### config.mk
export PLATFORM = sky130hd
export DESIGN_NAME = if_stage
export DESIGN_NICKNAME = d
export VERILOG_FILES = /design/src/rtl/if_stage.sv
export SDC_FILE = /design/constraint.sdc
export NUM_CORES = 1
export LEC_CHECK = 0
export BUFFER_PORTS_ARGS = -buffer_cell sky130_fd_sc_hd__buf_2
export CORE_UTILIZATION = 35
export CTS_CLUSTER_DIAMETER = 80
export DETAILED_ROUTE_END_ITERATION = 8
export SLEW_MARGIN = 20
export SYNTH_ARGS = -nofsm -noshare
export SYNTH_HDL_FRONTEND = slang
export SYNTH_SLANG_ARGS = --single-unit
### constraint.sdc
create_clock -name clk -period 20.3 [get_ports clk]
set_input_delay 1.015 -clock clk [delete_from_list [all_inputs] [get_ports clk]]
set_output_delay 1.015 -clock clk [all_outputs]
set_load 0.01 [all_outputs]
### src/rtl/if_stage.sv
// Instruction-fetch stage: owns the PC, issues one outstanding word fetch at a
// time, parks a response in a one-entry skid buffer when decode is stalled,
// squashes in-flight fetches on EX redirects and traps misaligned targets.

package if_stage_pkg;
   typedef struct packed {
      logic [63:0] pc;
      logic [31:0] instr;
      logic        valid;
   } if_id_reg_t;
endpackage

module if_stage
   import if_stage_pkg::*;
#(
   parameter logic [63:0] RESET_PC = 64'h0000_0000_8000_0000
) (
   input  logic        clk,
   input  logic        rst,
   input  logic        stall,
   input  logic        redirect_valid,
   input  logic [63:0] redirect_pc,
   output logic        imem_req_valid,
   input  logic        imem_req_ready,
   output logic [63:0] imem_req_addr,
   input  logic        imem_rsp_valid,
   input  logic [31:0] imem_rsp_data,
   output if_id_reg_t  if_id_reg,
   output logic        fetch_fault
);

   localparam logic [1:0] FETCH = 2'd0;
   localparam logic [1:0] WAIT  = 2'd1;
   localparam logic [1:0] HOLD  = 2'd2;
   localparam logic [1:0] FAULT = 2'd3;

   logic [1:0]  state;
   logic [63:0] pc;
   logic [63:0] inflight_pc;
   logic [63:0] skid_pc;
   logic [31:0] skid_instr;
   logic        discard;     // next response belongs to a squashed fetch

   logic slot_free;
   logic rsp_take;
   logic accept;
   logic owed;

   // Request generation: FETCH always asks; WAIT asks again only in the cycle a
   // live response drains into if_id, giving one instruction per cycle.
   always_comb begin
      slot_free      = !if_id_reg.valid || !stall;
      rsp_take       = (state == WAIT) && imem_rsp_valid && !discard && slot_free;
      imem_req_valid = !rst && ((state == FETCH) || (rsp_take && !redirect_valid));
      imem_req_addr  = pc;
      accept         = imem_req_valid && imem_req_ready;
      // A response is still owed to us after this cycle if one is in flight and
      // not arriving now; a redirect must then discard it.
      owed = ((state == WAIT)  && !imem_rsp_valid) ||
             ((state == FETCH) && accept) ||
             ((state == FAULT) && discard && !imem_rsp_valid);
   end

   // Fetch FSM, PC, skid buffer and if_id register; redirect overrides stall.
   always_ff @(posedge clk or posedge rst) begin
      if (rst) begin
         state       <= FETCH;
         pc          <= RESET_PC;
         inflight_pc <= '0;
         skid_pc     <= '0;
         skid_instr  <= '0;
         discard     <= 1'b0;
         fetch_fault <= 1'b0;
         if_id_reg   <= '0;
      end else if (redirect_valid) begin
         if_id_reg.valid <= 1'b0;
         pc              <= redirect_pc;
         discard         <= owed;
         if (redirect_pc[1:0] != 2'b00) begin
            state       <= FAULT;
            fetch_fault <= 1'b1;
         end else begin
            state       <= owed ? WAIT : FETCH;
            fetch_fault <= 1'b0;
         end
      end else begin
         case (state)
            FETCH: begin
               if (!stall) if_id_reg.valid <= 1'b0;
               if (accept) begin
                  inflight_pc <= pc;
                  pc          <= pc + 64'd4;
                  state       <= WAIT;
               end
            end
            WAIT: begin
               if (imem_rsp_valid && discard) begin
                  discard <= 1'b0;
                  state   <= FETCH;
                  if (!stall) if_id_reg.valid <= 1'b0;
               end else if (imem_rsp_valid && slot_free) begin
                  if_id_reg <= {inflight_pc, imem_rsp_data, 1'b1};
                  if (accept) begin
                     inflight_pc <= pc;
                     pc          <= pc + 64'd4;
                  end else begin
                     state <= FETCH;
                  end
               end else if (imem_rsp_valid) begin
                  skid_pc    <= inflight_pc;
                  skid_instr <= imem_rsp_data;
                  state      <= HOLD;
               end else if (!stall) begin
                  if_id_reg.valid <= 1'b0;
               end
            end
            HOLD: begin
               if (!stall) begin
                  if_id_reg <= {skid_pc, skid_instr, 1'b1};
                  state     <= FETCH;
               end
            end
            default: begin
               // FAULT: swallow any squashed response still on its way.
               if_id_reg.valid <= 1'b0;
               if (imem_rsp_valid) discard <= 1'b0;
            end
         endcase
      end
   end

endmodule

==> results of run 1 <==
## cell families (layout without fill, tap and decap cells)
group                    count (synthesis)  after routing
AO/OA/AOI/OAI                          176            176
XOR/XNOR                                56             56
adder cells (fa/ha/maj)                  5              5
buffers and inverters                   89            350
flip-flops                             325            325
multiplexers                           205            205
other                                    0              3
AND/OR/NAND/NOR                        498            498
## cell usage in the layout, fill, tap and decap left out, drive strengths merged, types with 5 or more instances in the layout
cell type,instances
nand2,362
dfrtp,324
buf,275
o21ai,151
mux2,107
mux2i,98
clkbuf,59
xnor2,29
nand4,28
xor2,27
nor2,25
nand3,18
nor3,13
and3,13
and4,12
inv,12
and2,10
a31oi,6
nor3b,5
ha,5
## metal layers
| metal | vias to the layer above | track usage, % | routed length (um) |
|---|---|---|---|
| li1 | 5081 | - | - |
| met1 | 5286 | 25.7 | 17800 |
| met2 | 262 | 30.0 | 18300 |
| met3 | 62 | 4.14 | 2170 |
| met4 | 4 | 7.25 | 1120 |
| met5 | - | 0 | 22 |
## worst max path at each step
stage / start / endpoint / depth (start not counted) / slack (ns)
floorplan: rst / discard / 1 / 10.29
global placement: stall / if_id_reg[16] / 7 / 16.47
detailed placement: stall / if_id_reg[8] / 7 / 16.35
CTS: stall / if_id_reg[8] / 7 / 16.93
global route: stall / if_id_reg[9] / 7 / 16.62
finish: stall / if_id_reg[28] / 7 / 17.00
## worst max-delay path: stages
cell,delay (ns)
buf_2,0.13
and2_1,0.19
o21ai_1,0.45
nand3_4,0.83
buf_4,0.71
nand2_1,0.18
o21ai_0,0.10
## layout make-up
type	instances	area (um2)
fill	3856	22700
sequential	325	8130
clock buffer	59	1170
timing repair buffer	275	1410
antenna	3	7.51
multi-input combinational	940	5890
inverter	10	45.0
clock inverter	6	42.5
tap	525	657
## stage by stage
stage / util [%] / instance area [um2]
floorplan: - / 14400
global placement: 40.2 / 16100
detailed placement: 40.2 / 16100
CTS: 43.3 / 17300
global route: 43.3 / 17400
finish: 43.3 / 17400
## power breakdown
part | switching (W) | internal, W
combinational | 0.000362 | 0.000261
clock | 0.000269 | 0.000397
sequential | 0.000143 | 0.000863
==> summary.txt, run 1 <==
outcome - complete, no violations
critical path required time - 20.67 ns
Final ANT Viol Nets - 0
layout cells sized above 1 - 27.8%
post-detail-place hpwl - 25600 um
clock skew - 0.0161 ns
Yosys warning count - 0
CTS Buf Count - 38
# Max-Cap Violations - 0
worst hold path class - register to register
RR Startpoint - state[1]
NumNets Final - 1697
GRT overflow - 0
relative slew slack - 33.0%
most frequent cell after synthesis - nand2_1
vias in the first global route - 10.8k
wire length per cell - 18.4 um
Distinct cells, synth - 45
area of the mapped netlist - 14400 um2
Die W - 205 um
Via-to-Cell Ratio - 4.99
CP Launch Type - primary input
max FFs per register - 97
final setup fails - 0
CP Capture Type - register
worst reg2reg path depth - 8
critical path class - primary input to register
Worst Max-Slew Pin Slew - 1.00 ns
Synth Area in Compound Gates - 6.57%
routed wire length - 39400 um
Yosys top cell by area - dfrtp_1
Achievable Freq - 303 MHz
Max VDD drop - 0.0786 mV
Cell Pwr Density - 132 nW/um2
crit share post-route - 16.3%
min-delay src - if_id_reg[48]
CTS clk-pin slew, worst paths - 0.05 ns
proportion of synthesized area in mux cells - 15.2%
share of async-settable or async-resettable flops after synthesis - 100%
die outline height - 205 um
Total GRT Usage - 19.1%
CTS tree - done
Post-synth top cells - 361 x nand2_1, 324 x dfrtp_1, 149 x o21ai_0, 107 x mux2_2, 98 x mux2i_1
antenna violations before repair - 5
dpl ws - 16.35 ns
Root Driver - clkbuf_16
Final Slew Violations - 0
Worst R2R Setup Slack - 17.06 ns
CP max FO - 106
# Post-CTS Setup Buffers - 0
largest net degree at the start of global routing - 126
clk sinks - 325
via count - 10.7k
Placer Congestion - 0.757
Core ar. - 40100 um2
reg2reg end - imem_req_addr[36]
syn_area_per_cell - 10.6 um2
CTS H-tree lvls - 2
top cells by area, synth - dfrtp_1 56%, nand2_1 9.4%, mux2_2 8.4%, mux2i_1 6.8%, o21ai_0 5.2%
ys flop type - dfrtp_1
Synth Area in Simple Gates - 15.1%
Seq cells post-synth - 325
WP data arrival - 3.67 ns
Seq/Total Area, Yosys - 56.6%
setup_tns - 0 ns
clk buf depth - 3
full die area - 41800 um2
Top Ports - 265
clock insertion delay at the later pin of the skew report - 0.55 ns
RSZ-0062 raised after global routing - false
WHS Path Cells - 2
site row count - 73
Leak Pwr - 8.34 nW
post-synth top area share - 56.5%
syn nets - 1461
Synth Area in XOR/XNOR - 3.41%
Starting Density - 35.8%
DR DRC count - 0
DRT iter0 DRCs - 534
Detailed Routing Iterations Pass 1 - 4
post-CTS sizing - 0
Placed Cells incl. Taps - 2075
Syn Inst Count - 1354
Post-synth EDFFs - 0
Post-CTS Hold Fix Bufs - 0
IO Port Bufs - 264
post-route minimum period - 3.30 ns
Final Power - 0.00229 W
largest family of logic cells by synthesized area - multiplexers
WHS - 0.470 ns
first-pass GRT wire length - 61800 um
Worst Setup Slack, final - 17.00 ns
worst hold endpoint - if_id_reg[48]
Area Overhead vs Synth - 20.8%
Fin. Hold Viols - 0
Post-Synth Adder-Cell Area - 0.436%
non-filler cells, final - 2143
Note: power is estimated with default switching activity, not from simulation.
==> inputs of run 2 (changes only) <==
clock period = 3.3 ns   (was 20.3 ns; I/O delays follow)
==> run 2 against run 1 <==
Compared with the run above: sequential power rose to 6.1 times the previous value; power rose to 6.3 times the previous value; clock power rose to 6.5 times the previous value; critical path type is now register to register.
==> summary.txt, run 2 (synthesis results as in run 1) <==
Placed Cells incl. Taps - 2079 (+0.19%)
post-route minimum period - 2.76 ns
min-delay src - redirect_valid
first-pass GRT wire length - 63300 um (+2.5%)
DRT iter0 DRCs - 645 (+21%)
DR DRC count - 0 (unchanged)
Area Overhead vs Synth - 29.4%
Fin. Hold Viols - 0 (unchanged)
layout cells sized above 1 - 26.5% (-1.3 points)
CP max-delay cell - o31ai_2
Core ar. - 40100 um2 (unchanged)
Via-to-Cell Ratio - 4.95 (-0.84%)
Total GRT Usage - 19.5% (+0.45 points)
Starting Density - 35.8% (unchanged)
critical path class - register to register
critical path's top delay family - compound AO/OA/AOI/OAI gates
RSZ-0062 raised after global routing - false
site row count - 73 (unchanged)
Final ANT Viol Nets - 0 (unchanged)
largest net degree at the start of global routing - 169 (+34%)
Post-CTS Hold Fix Bufs - 99 (+99)
NumNets Final - 1800 (+6.1%)
critical-path cell list - inv_1 > ha_1 > nand3b_1 > o31ai_2 > nand2_4 > buf_4 > o221ai_1
outcome - complete, no violations
CTS H-tree lvls - 2 (unchanged)
RR Startpoint - state[1]
Worst R2R Setup Slack - 0.54 ns (-16.52 ns)
Detailed Routing Iterations Pass 1 - 5 (+1)
GRT overflow - 0 (unchanged)
Worst Max-Slew Pin Slew - 0.815 ns (-0.187 ns)
critical path required time - 3.75 ns (-16.92 ns)
CTS clk-pin slew, worst paths - 0.06 ns (about the same)
# Max-Cap Violations - 0 (unchanged)
worst hold path class - primary input to register
CP max FO - 37 (-65%)
Placer Congestion - 0.802 (+5.9%)
clock skew - 0.0159 ns (-0.000171 ns)
crit path buf inv count - 2 (unchanged)
max FFs per register - 97 (unchanged)
Cell Pwr Density - 780 nW/um2 (+490%)
CP Capture Type - register
most common cell after layout, fill and taps aside - nand2_1
non-filler cells, final - 2248 (+4.9%)
post-detail-place hpwl - 26300 um (+2.7%)
CTS tree - done
CP Launch Type - register
CP Launch Point - state[1]
post-CTS sizing - 0 (unchanged)
worst hold endpoint - imem_req_addr[9]
Top Ports - 265 (unchanged)
wire length per cell - 17.9 um (-2.9%)
Final Slew Violations - 0 (unchanged)
Max VDD drop - 0.445 mV (+470%)
worst reg2reg path depth - 7 (-1)
WP data arrival - 3.21 ns (-0.46 ns)
die outline height - 205 um (unchanged)
Root Driver - clkbuf_16
clk buf depth - 3 (unchanged)
Die W - 205 um (unchanged)
full die area - 41800 um2 (unchanged)
routed wire length - 40200 um (+1.9%)
Final Power - 0.0145 W (+530%)
via count - 11.1k (+4.0%)
clock insertion delay at the later pin of the skew report - 0.54 ns (about the same)
Leak Pwr - 8.86 nW (+6.2%)
relative slew slack - 45.4% (+12 points)
reg2reg end - imem_req_addr[48]
clk sinks - 325 (unchanged)
setup_tns - 0 ns (unchanged)
most frequent cells in the layout - 360 x nand2_1, 324 x dfrtp_1, 263 x buf_2
vias in the first global route - 11.0k (+1.9%)
WHS Path Cells - 3 (+1)
# Post-CTS Setup Buffers - 0 (unchanged)
IO Port Bufs - 264 (unchanged)
final setup fails - 0 (unchanged)
Achievable Freq - 362 MHz
CP max stage delay - 0.68 ns (-0.15 ns)
fill count - 3714 (-3.7%)
antenna violations before repair - 1 (-4)
WHS - 0.195 ns (-0.275 ns)
crit share post-route - 83.7%
CTS Buf Count - 37 (-2.6%)
[run 2: cell count changes in the layout (fill, tap and decap cells not counted), sizes merged, moves of 2 or more]
cell	delta
dlygate4sd3	+99
buf	+5
bufinv	+4
clkinv	+2
diode	-2
inv	-2
[run 2: through the flow]
stage / cell area [um2] / utilization [%] / setup slack [ns]
final: 18600 / 46.3 / 0.538
after global routing: 18600 / 46.3 / 0.260
after CTS: 18600 / 46.3 / 0.491
after detailed placement: 16300 / 40.6 / 0.499
after global placement: 16300 / 40.6 / 0.598
after floorplan: 14400 / - / -1.20
[run 2: final cells by class]
type	instances	area (um2)	area share, %
Tap cell	525	657	3.53
Inverter	10	41.3	0.222
Sequential cell	325	8130	43.8
Timing Repair Buffer	379	2570	13.8
Clock buffer	58	1140	6.12
Clock inverter	10	160	0.862
Antenna cell	1	2.50	0.0135
Multi-Input combinational cell	940	5880	31.7
[run 2: how the worst max path moves through the flow]
stage / to / depth (start not counted)
2_1_floorplan: discard / 1
3_3_place_gp: inflight_pc[44] / 8
3_5_place_dp: imem_req_addr[48] / 7
4_1_cts: imem_req_addr[48] / 7
5_1_grt: imem_req_addr[48] / 7
6_report: imem_req_addr[48] / 7
[run 2: power by group]
part | switching (W) | internal [W] | total, W
Clock | 0.00165 | 0.00269 | 0.00434
Sequential | 0.000891 | 0.00530 | 0.00620
Combinational | 0.00225 | 0.00172 | 0.00396
[run 2: routing by layer]
metal / routed length, um / track usage, % / vias up
li1: - / - / 5295
met1: 18700 / 27.6 / 5486
met2: 18800 / 30.5 / 291
met3: 2020 / 3.82 / 53
met4: 716 / 5.20 / 0
met5: 0 / 0 / -
[run 2: tightest hold or removal path, stage by stage]
cell and delay, ns:
buf_4 0.30, nand2_1 0.12, o21ai_0 0.06
==> inputs of run 3 (changes only) <==
clock period = 2.8 ns   (was 3.3 ns; I/O delays follow)
==> run 3 against run 2 <==
Compared with the run above: first-iteration DRC count increased by 13%; clock skew decreased by 0.0040 ns; sequential power increased by 18%; combinational power increased by 20%; sequential share of layout area decreased by 0.14 points; critical endpoint is now imem_req_addr[14]; largest cell class unchanged; worst setup slack got worse by 0.39 ns.
==> summary.txt, run 3 (synthesis results as in run 1) <==
Die W - 205 um (unchanged)
clock insertion delay at the later pin of the skew report - 0.54 ns (about the same)
most frequent cells in the layout - 360 x nand2_1, 324 x dfrtp_1, 263 x buf_2
IO Port Bufs - 264 (unchanged)
first-pass GRT wire length - 64100 um (+1.2%)
relative slew slack - 38.0% (-7.4 points)
via count - 11.3k (+1.2%)
Achievable Freq - 377 MHz (+4.1%)
Final Power - 0.0172 W (+18%)
Placed Area - 16300 um2 (+0.38%)
antenna violations before repair - 2 (+1)
worst hold path class - primary input to register
CP max-delay cell - dfrtp_1
Detailed Routing Iterations Pass 1 - 5 (unchanged)
final setup fails - 0 (unchanged)
CP Capture Type - register
critical path's top delay family - compound AO/OA/AOI/OAI gates
clk buf depth - 3 (unchanged)
Placed Cells incl. Taps - 2089 (+0.48%)
Worst Max-Slew Pin Slew - 0.931 ns (+0.116 ns)
CP max stage delay - 0.42 ns (-0.26 ns)
fill count - 3767 (+1.4%)
RSZ-0062 raised after global routing - false
critical-path cell list - inv_1 > ha_1 > nor2b_1 > o21a_1 > nand2_1 > a21o_1 > a221oi_1 > a21oi_1
CTS clk-pin slew, worst paths - 0.06 ns (about the same)
CTS Buf Count - 40 (+8.1%)
Fin. Hold Viols - 0 (unchanged)
GRT overflow - 0 (unchanged)
clk sinks - 325 (unchanged)
outcome - complete, no violations
CP max FO - 11 (-70%)
routed wire length - 40400 um (+0.57%)
Leak Pwr - 8.90 nW (+0.54%)
crit share post-route - 94.7% (+11 points)
Top Ports - 265 (unchanged)
CTS tree - done
Placer Congestion - 0.799 (-0.31%)
post-route minimum period - 2.65 ns (-0.110 ns)
crit path buf inv count - 1 (-1)
post-route cell area - 18600 um2 (+0.32%)
layout cells sized above 1 - 27.1% (+0.60 points)
vias in the first global route - 11.2k (+2.4%)
largest net degree at the start of global routing - 109 (-36%)
wire length per cell - 17.9 um (about the same)
Area Overhead vs Synth - 29.8%
Max VDD drop - 0.526 mV (+18%)
CTS H-tree lvls - 2 (unchanged)
WP data arrival - 3.06 ns (-0.15 ns)
site row count - 73 (unchanged)
Total GRT Usage - 19.7% (+0.14 points)
# Max-Cap Violations - 0 (unchanged)
Final ANT Viol Nets - 0 (unchanged)
Cell Pwr Density - 922 nW/um2 (+18%)
die outline height - 205 um (unchanged)
most common cell after layout, fill and taps aside - nand2_1
Via-to-Cell Ratio - 4.98 (+0.69%)
post-detail-place hpwl - 26700 um (+1.5%)
Final Slew Violations - 0 (unchanged)
critical path class - register to register
Starting Density - 35.8% (unchanged)
DRT iter0 DRCs - 729 (+13%)
max FFs per register - 97 (unchanged)
non-filler cells, final - 2259 (+0.49%)
DR DRC count - 0 (unchanged)
# Post-CTS Setup Buffers - 0 (unchanged)
Core ar. - 40100 um2 (unchanged)
Root Driver - clkbuf_16
NumNets Final - 1812 (+0.67%)
CP Launch Type - register
critical path required time - 3.21 ns (-0.54 ns)
clock skew - 0.0120 ns (-0.00396 ns)
full die area - 41800 um2 (unchanged)
-- run 3: what timing repair did --
| item | CTS | global route |
|---|---|---|
| endpoints found under the hold margin | 268 | 0 |
| hold buffers | 99 | 0 |
| endpoints found under the setup margin | 0 | 35 |
| gates resized for setup | 0 | 1 |
-- run 3: worst paths after layout --
path | startpoint | to | slack (ns) | cells after the start
max | state[1] | imem_req_addr[14] | 0.15 | 8
min | redirect_valid | if_id_reg[0] | 0.07 | 2
max reg2reg | state[1] | imem_req_addr[14] | 0.15 | 8
min reg2reg | if_id_reg[66] | if_id_reg[66] | 0.47 | 2
max in group asynchronous | rst | if_id_reg[38] | 1.73 | 4
min in group asynchronous | rst | if_id_reg[0] | 0.18 | 3
-- run 3: worst register-to-register path: stages (launching register included) --
cell	delay [ns]
dfrtp_1	0.42
inv_1	0.12
ha_1	0.32
nor2b_1	0.31
o21a_1	0.23
nand2_1	0.37
a21o_1	0.30
a221oi_1	0.39
a21oi_1	0.07
-- run 3: where the power goes --
part           total [W]  internal (W)  switching, W
combinational    0.00475       0.00208       0.00268
clock            0.00514       0.00313       0.00201
sequential       0.00729       0.00625       0.00104
-- run 3: layer usage --
layer	global-route usage (%)	vias up	share of wire (%)
met5	0	-	0
li1	-	5322	-
met1	26.3	5543	44
met3	4.33	70	5.6
met2	31.6	322	47
met4	6.26	0	2.8
-- run 3: final cells by class --
cell class	count	area, um2	share of cell area [%]
Tap cell	525	657	3.52
Timing Repair Buffer	388	2600	14.0
Clock inverter	11	121	0.651
Antenna cell	2	5.00	0.0268
Sequential cell	325	8130	43.6
Clock buffer	58	1190	6.38
Inverter	10	41.3	0.221
Multi-Input combinational cell	940	5890	31.6
-- run 3: per-stage QoR --
stage | setup TNS, ns | hold WS (ns) | util [%] | worst slack [ns]
finish | 0 | 0.0749 | 46.5 | 0.148
global placement | 0 | 0.172 | 40.7 | 0.305
detailed placement | 0 | 0.170 | 40.7 | 0.162
global route | 0 | 0.0648 | 46.5 | 0.0218
floorplan | -543.50 | 0.261 | - | -1.68
CTS | 0 | 0.0370 | 46.5 | 0.158
